### src/rtl/hex_entry_if.sv
// rtl/hex_entry_if.sv - key-pulse inputs, edit buffer view and committed-value handshake
interface hex_entry_if #(
    parameter int DIGITS = 8,
    parameter int CNTW   = 4
);
    logic [15:0]         hd_ps;
    logic                ent_ps;
    logic                del_ps;
    logic                out_ready;
    logic [4*DIGITS-1:0] edit_buf;
    logic [CNTW-1:0]     edit_cnt;
    logic [4*DIGITS-1:0] out_data;
    logic                out_valid;
    logic                err;

    modport master (
        output hd_ps, ent_ps, del_ps, out_ready,
        input  edit_buf, edit_cnt, out_data, out_valid, err
    );

    modport slave (
        input  hd_ps, ent_ps, del_ps, out_ready,
        output edit_buf, edit_cnt, out_data, out_valid, err
    );
endinterface

### src/rtl/hex_entry.sv
// rtl/hex_entry.sv - hex digit edit buffer with enter/delete and valid/ready commit
module hex_entry #(
    parameter int DIGITS = 8,
    parameter int CNTW   = 4
) (
    input  logic        clk,
    input  logic        rstn,
    hex_entry_if.slave  bus
);
    localparam int W = 4 * DIGITS;

    typedef enum logic [1:0] {EMPTY, PART, FULL} state_t;

    state_t          r_state;
    logic [W-1:0]    r_buf;
    logic [CNTW-1:0] r_cnt;
    logic [W-1:0]    r_out;
    logic            r_valid;
    logic            r_err;

    logic [3:0]      w_digit;
    logic            w_hd_any;
    logic            w_hd_multi;
    logic            w_ent_ok;
    logic [W-1:0]    w_shift;

    always_comb begin
        w_digit = 4'd0;
        for (int k = 0; k < 16; k++) begin
            if (bus.hd_ps[k]) w_digit = 4'(k);
        end
    end

    assign w_hd_any   = |bus.hd_ps;
    assign w_hd_multi = (bus.hd_ps & (bus.hd_ps - 16'd1)) != 16'd0;
    assign w_ent_ok   = !r_valid || bus.out_ready;
    assign w_shift    = (r_buf << 4) | W'(w_digit);

    // Each branch is one priority level; dropped lower-priority pulses raise err.
    always_ff @(posedge clk) begin
        if (!rstn) begin
            r_state <= EMPTY;
            r_buf   <= '0;
            r_cnt   <= '0;
            r_out   <= '0;
            r_valid <= 1'b0;
            r_err   <= 1'b0;
        end else begin
            r_err <= 1'b0;
            if (r_valid && bus.out_ready) r_valid <= 1'b0;

            if (bus.ent_ps) begin
                if (w_ent_ok) begin
                    r_out   <= r_buf;
                    r_valid <= 1'b1;
                    r_buf   <= '0;
                    r_cnt   <= '0;
                    r_state <= EMPTY;
                end else begin
                    r_err <= 1'b1;
                end
                if (bus.del_ps || w_hd_any) r_err <= 1'b1;
            end else if (bus.del_ps) begin
                if (w_hd_any) r_err <= 1'b1;
                if (r_state == EMPTY) begin
                    r_err <= 1'b1;
                end else begin
                    r_buf   <= r_buf >> 4;
                    r_cnt   <= r_cnt - 1'b1;
                    r_state <= (r_cnt == CNTW'(1)) ? EMPTY : PART;
                end
            end else if (w_hd_any) begin
                if (w_hd_multi) begin
                    r_err <= 1'b1;
                end else begin
                    // Shift even when full: oldest nibble falls off, err warns.
                    r_buf <= w_shift;
                    if (r_state == FULL) begin
                        r_err <= 1'b1;
                    end else begin
                        r_cnt   <= r_cnt + 1'b1;
                        r_state <= (r_cnt == CNTW'(DIGITS - 1)) ? FULL : PART;
                    end
                end
            end
        end
    end

    assign bus.edit_buf  = r_buf;
    assign bus.edit_cnt  = r_cnt;
    assign bus.out_data  = r_out;
    assign bus.out_valid = r_valid;
    assign bus.err       = r_err;
endmodule

### src/flat_wrapper.sv
// flat-port wrapper written by rule: the top's interface ports become plain ports
module hex_entry_flat 
#(
    parameter int DIGITS = 8,
    parameter int CNTW   = 4
)
  (clk, rstn, bus_hd_ps, bus_ent_ps, bus_del_ps, bus_out_ready, bus_edit_buf, bus_edit_cnt, bus_out_data, bus_out_valid, bus_err);
  hex_entry_if #(.DIGITS(DIGITS), .CNTW(CNTW)) bus_i ();
  input  logic clk;
  input  logic rstn;
  input wire logic [$bits(bus_i.hd_ps)-1:0] bus_hd_ps;
  input wire logic [$bits(bus_i.ent_ps)-1:0] bus_ent_ps;
  input wire logic [$bits(bus_i.del_ps)-1:0] bus_del_ps;
  input wire logic [$bits(bus_i.out_ready)-1:0] bus_out_ready;
  output wire logic [$bits(bus_i.edit_buf)-1:0] bus_edit_buf;
  output wire logic [$bits(bus_i.edit_cnt)-1:0] bus_edit_cnt;
  output wire logic [$bits(bus_i.out_data)-1:0] bus_out_data;
  output wire logic [$bits(bus_i.out_valid)-1:0] bus_out_valid;
  output wire logic [$bits(bus_i.err)-1:0] bus_err;
  assign bus_i.hd_ps = bus_hd_ps;
  assign bus_i.ent_ps = bus_ent_ps;
  assign bus_i.del_ps = bus_del_ps;
  assign bus_i.out_ready = bus_out_ready;
  assign bus_edit_buf = bus_i.edit_buf;
  assign bus_edit_cnt = bus_i.edit_cnt;
  assign bus_out_data = bus_i.out_data;
  assign bus_out_valid = bus_i.out_valid;
  assign bus_err = bus_i.err;
  hex_entry #(.DIGITS(DIGITS), .CNTW(CNTW)) u_core (.clk(clk), .rstn(rstn), .bus(bus_i));
endmodule
### config.mk
export PLATFORM = sky130hd
export DESIGN_NAME = hex_entry_flat
export DESIGN_NICKNAME = d
export VERILOG_FILES = /design/src/rtl/hex_entry_if.sv /design/src/rtl/hex_entry.sv /design/src/flat_wrapper.sv
export SDC_FILE = /design/constraint.sdc
export NUM_CORES = 1
export LEC_CHECK = 0
export CELL_PAD_IN_SITES_DETAIL_PLACEMENT = 1
export CELL_PAD_IN_SITES_GLOBAL_PLACEMENT = 2
export CORE_UTILIZATION = 31
export CTS_CLUSTER_DIAMETER = 100
export CTS_CLUSTER_SIZE = 16
export DETAILED_ROUTE_END_ITERATION = 6
export GPL_TIMING_DRIVEN = 1
export PLACE_DENSITY = 0.94
export SYNTH_ARGS = -nofsm -noshare
export SYNTH_HDL_FRONTEND = slang
export SYNTH_SLANG_ARGS = --single-unit
### constraint.sdc
create_clock -name clk -period 5.7 [get_ports clk]
set_input_delay 1.71 -clock clk [delete_from_list [all_inputs] [get_ports clk]]
set_output_delay 1.71 -clock clk [all_outputs]
set_load 0.02 [all_outputs]
==> impl_metrics.py <==
metrics = {
    "setup_path": {
        "crit_chain": "clkdlybuf4s50_1 > nor4_1 > nand3_1 > xor2_1 > nor4_4 > o31ai_4 > buf_12 > mux2i_1",
        "r2r_setup_slack_ps": 3340,
        "cp_slowest_cell": "o31ai_4",
        "rr_endpoint": "u_core.bus.edit_cnt[2]",
        "critPathMaxFanout": 18,
        "cp_data_arrival_time_ps": 4660,
        "r2r-start": "u_core.bus.out_valid",
        "critical_path_class": "in2reg",
        "r2r_cells": 5,
        "worstSetupEndpointType": "flop",
        "crit_required_ps": 5960,
        "startpoint_type": "input port",
        "cpPeakStageDelay_ps": 680,
    },
    "detailed_routing": {
        "wl_per_cell_um": 16.8,
        "route.detailed.drc": 0,
        "finalWirelength_um": 10900,
        "drt_iter0_drc": 100,
        "via_count": 3385,
        "via_per_inst": 5.21,
        "final_antenna_net_count": 0,
        "drtPass1Iterations": 4,
    },
    "placement": {
        "portBuffers": 90,
        "hpwl_um": 7790,
        "place_inst": 634,
        "gp_congestion": 0.818,
        "dp_slack_ps": 950,
    },
    "sta": {
        "relSlewSlack_pct": 38.8,
        "finalHoldViolCount": 0,
        "fmax_mhz": 227,
        "min_period_ps": 4400,
        "rsz0062_at_grt": "no",
        "setup-tns-final_ps": 0,
        "tightestPinTransition_ps": 918,
        "finalSetupViolCount": 0,
        "fin_crit_sh_pct": 77.2,
        "setup_slack_ps": 1300,
        "fin_skew_ps": 8.91,
        "slew_viol_final": 0,
    },
    "min_path": {
        "whs_path_depth": 2,
        "min_to": "u_core.bus.out_data[28]",
        "hp-start": "u_core.bus.out_data[28]",
        "min_path_type": "reg2reg",
    },
    "synth": {
        "synth_cell_types": 50,
        "yosysWarnings": 0,
        "syn_inst": 424,
        "ys.flop_type": "dfxtp_1",
        "yosysSeqAreaShare_pct": 39.7,
        "synth_edf_count": 0,
        "synthArstFlopShare_pct": 0,
        "syn_area_um2": 3630,
        "syn_nets": 448,
        "ys_ff_latch": 72,
        "syn_avg_cell_area_um2": 8.56,
    },
    "run": {
        "drv_cap": 0,
    },
    "cells_and_area": {
        "n_antenna_cell": 0,
        "areaGrowthSynthToFinish_pct": 37.3,
        "final_common_cell": "nand2_1",
        "drive_gt1_share_pct": 11.2,
        "layout_common_cells": "nand2_1 (125), clkdlybuf4s50_1 (88), dfxtp_1 (72), a21boi_0 (33), mux2i_1 (29)",
        "finish.utilization_pct": 43.7,
        "final_cells": 650,
        "fillers": 1332,
        "fin_nets": 526,
    },
    "global_routing": {
        "grt_pass1_vias": 3299,
        "grt_max_degree": 77,
        "overflow": 0,
        "globalRouteTotalUtil_pct": 18.8,
        "antenna_found_initial": 0,
        "grt_pass1_wl_um": 17300,
    },
    "floorplan": {
        "die_area_um2": 12100,
        "start_util_pct": 31.8,
        "rows": 39,
        "io_pins": 91,
        "die_x_um": 110,
        "fp.dieH_um": 110,
        "core_um2": 11400,
    },
    "cts": {
        "cts_hold_buf": 0,
        "cts_sinks": 72,
        "clk_pin_slew_ps": 60,
        "ctsResizeCount": 0,
        "cts_htree_levels": 3,
        "tritoncts": "done",
        "root_buffer": "clkbuf_16",
        "cts-buffers-inserted": 9,
        "cts_buffer_depth": 2,
        "post-cts-setup-buffers": 0,
        "clk_latency_ps": 330,
    },
    "power": {
        "ir_drop_mv": 0.136,
        "powerDensity_nw_per_um2": 261,
        "leakagePower_nw": 1.75,
        "p_total_mw": 1.30,
    },
    "status": {
        "status": "finished clean",
    },
}
[flip-flops by register name, summed over array words and instances (netlist names)]
signal                cells
u_core.r_state            2
u_core.bus.edit_buf      32
u_core.bus.out_valid      1
u_core.bus.out_data      32
u_core.bus.edit_cnt       4
u_core.bus.err            1
[worst max-delay path, delay by kind of cell]
family,cells,cell delay (ps)
AO/OA/AOI/OAI,1,680
multiplexers,1,220
XOR/XNOR,1,360
AND/OR/NAND/NOR,3,880
buffers and inverters,2,790
[worst max-delay path by stage]
| stage | start | endpoint |
|---|---|---|
| finish | bus_hd_ps[5] | u_core.bus.edit_buf[2] |
| global route | bus_hd_ps[5] | u_core.bus.edit_buf[9] |
| CTS | bus_hd_ps[5] | u_core.bus.edit_buf[2] |
| detailed placement | bus_hd_ps[5] | u_core.bus.edit_buf[2] |
| global placement | bus_hd_ps[5] | u_core.bus.edit_buf[14] |
| floorplan | bus_hd_ps[2] | u_core.r_state[0] |
[cell families after synthesis]
logic type | count (synthesis) | share of synthesized area, %
multiplexers | 55 | 16.2
XOR/XNOR | 2 | 0.483
adder cells (fa/ha/maj) | 4 | 1.31
AO/OA/AOI/OAI | 82 | 17.1
AND/OR/NAND/NOR | 175 | 21.4
buffers and inverters | 34 | 3.82
flip-flops | 72 | 39.7
[synthesized netlist by cell type (2+ instances only)]
library cell	number	area [um2]
nor4_2	3	37.5
nor3_1	5	25.0
nor4_1	3	18.8
buf_1	5	18.8
nand3_1	3	15.0
o41ai_1	2	17.5
a21oi_1	6	30.0
mux2_2	25	282
clkbuf_1	19	71.3
mux2i_1	29	290
nand2_1	125	469
o21a_1	3	22.5
ha_1	3	37.5
nand4_1	3	18.8
a31oi_1	4	25.0
nor2_1	15	56.3
o21ai_0	5	25.0
o221ai_1	2	17.5
nand2b_1	3	18.8
o31ai_1	2	15.0
inv_1	6	22.5
o21bai_1	2	15.0
or3_1	3	18.8
nor2b_1	6	37.5
a32o_1	6	60.1
o211ai_1	3	22.5
a211oi_1	5	37.5
dfxtp_1	72	1440
buf_2	3	15.0
a21boi_0	33	248
[power by group]
group	switching [mW]	internal [mW]	leakage, nW
Clock	0.216	0.426	0.162
Sequential	0.00829	0.510	0.582
Combinational	0.0824	0.0587	1.00
[metrics by stage]
stage / hold slack, ps / instance area [um2]
2_1_floorplan: 541 / 3630
3_3_place_gp: 450 / 4650
3_5_place_dp: 459 / 4650
4_1_cts: 467 / 4980
5_1_grt: 481 / 4980
6_report: 465 / 4980
[cell type report]
cell class | instances | area [um2] | area share (%)
Clock buffer | 10 | 229 | 4.59
Multi-Input combinational cell | 318 | 2060 | 41.4
Tap cell | 143 | 179 | 3.59
Sequential cell | 72 | 1440 | 28.9
Inverter | 6 | 22.5 | 0.452
Clock inverter | 6 | 108 | 2.16
Timing Repair Buffer | 95 | 941 | 18.9
[metal layers]
layer / GRT usage (%) / routed length (um) / up-vias
li1: - / - / 1635
met1: 23.7 / 5060 / 1658
met2: 31.0 / 5170 / 76
met3: 3.59 / 377 / 16
met4: 8.83 / 286 / 0
met5: 0 / 0 / -
Power figures use the tool's default switching activity.
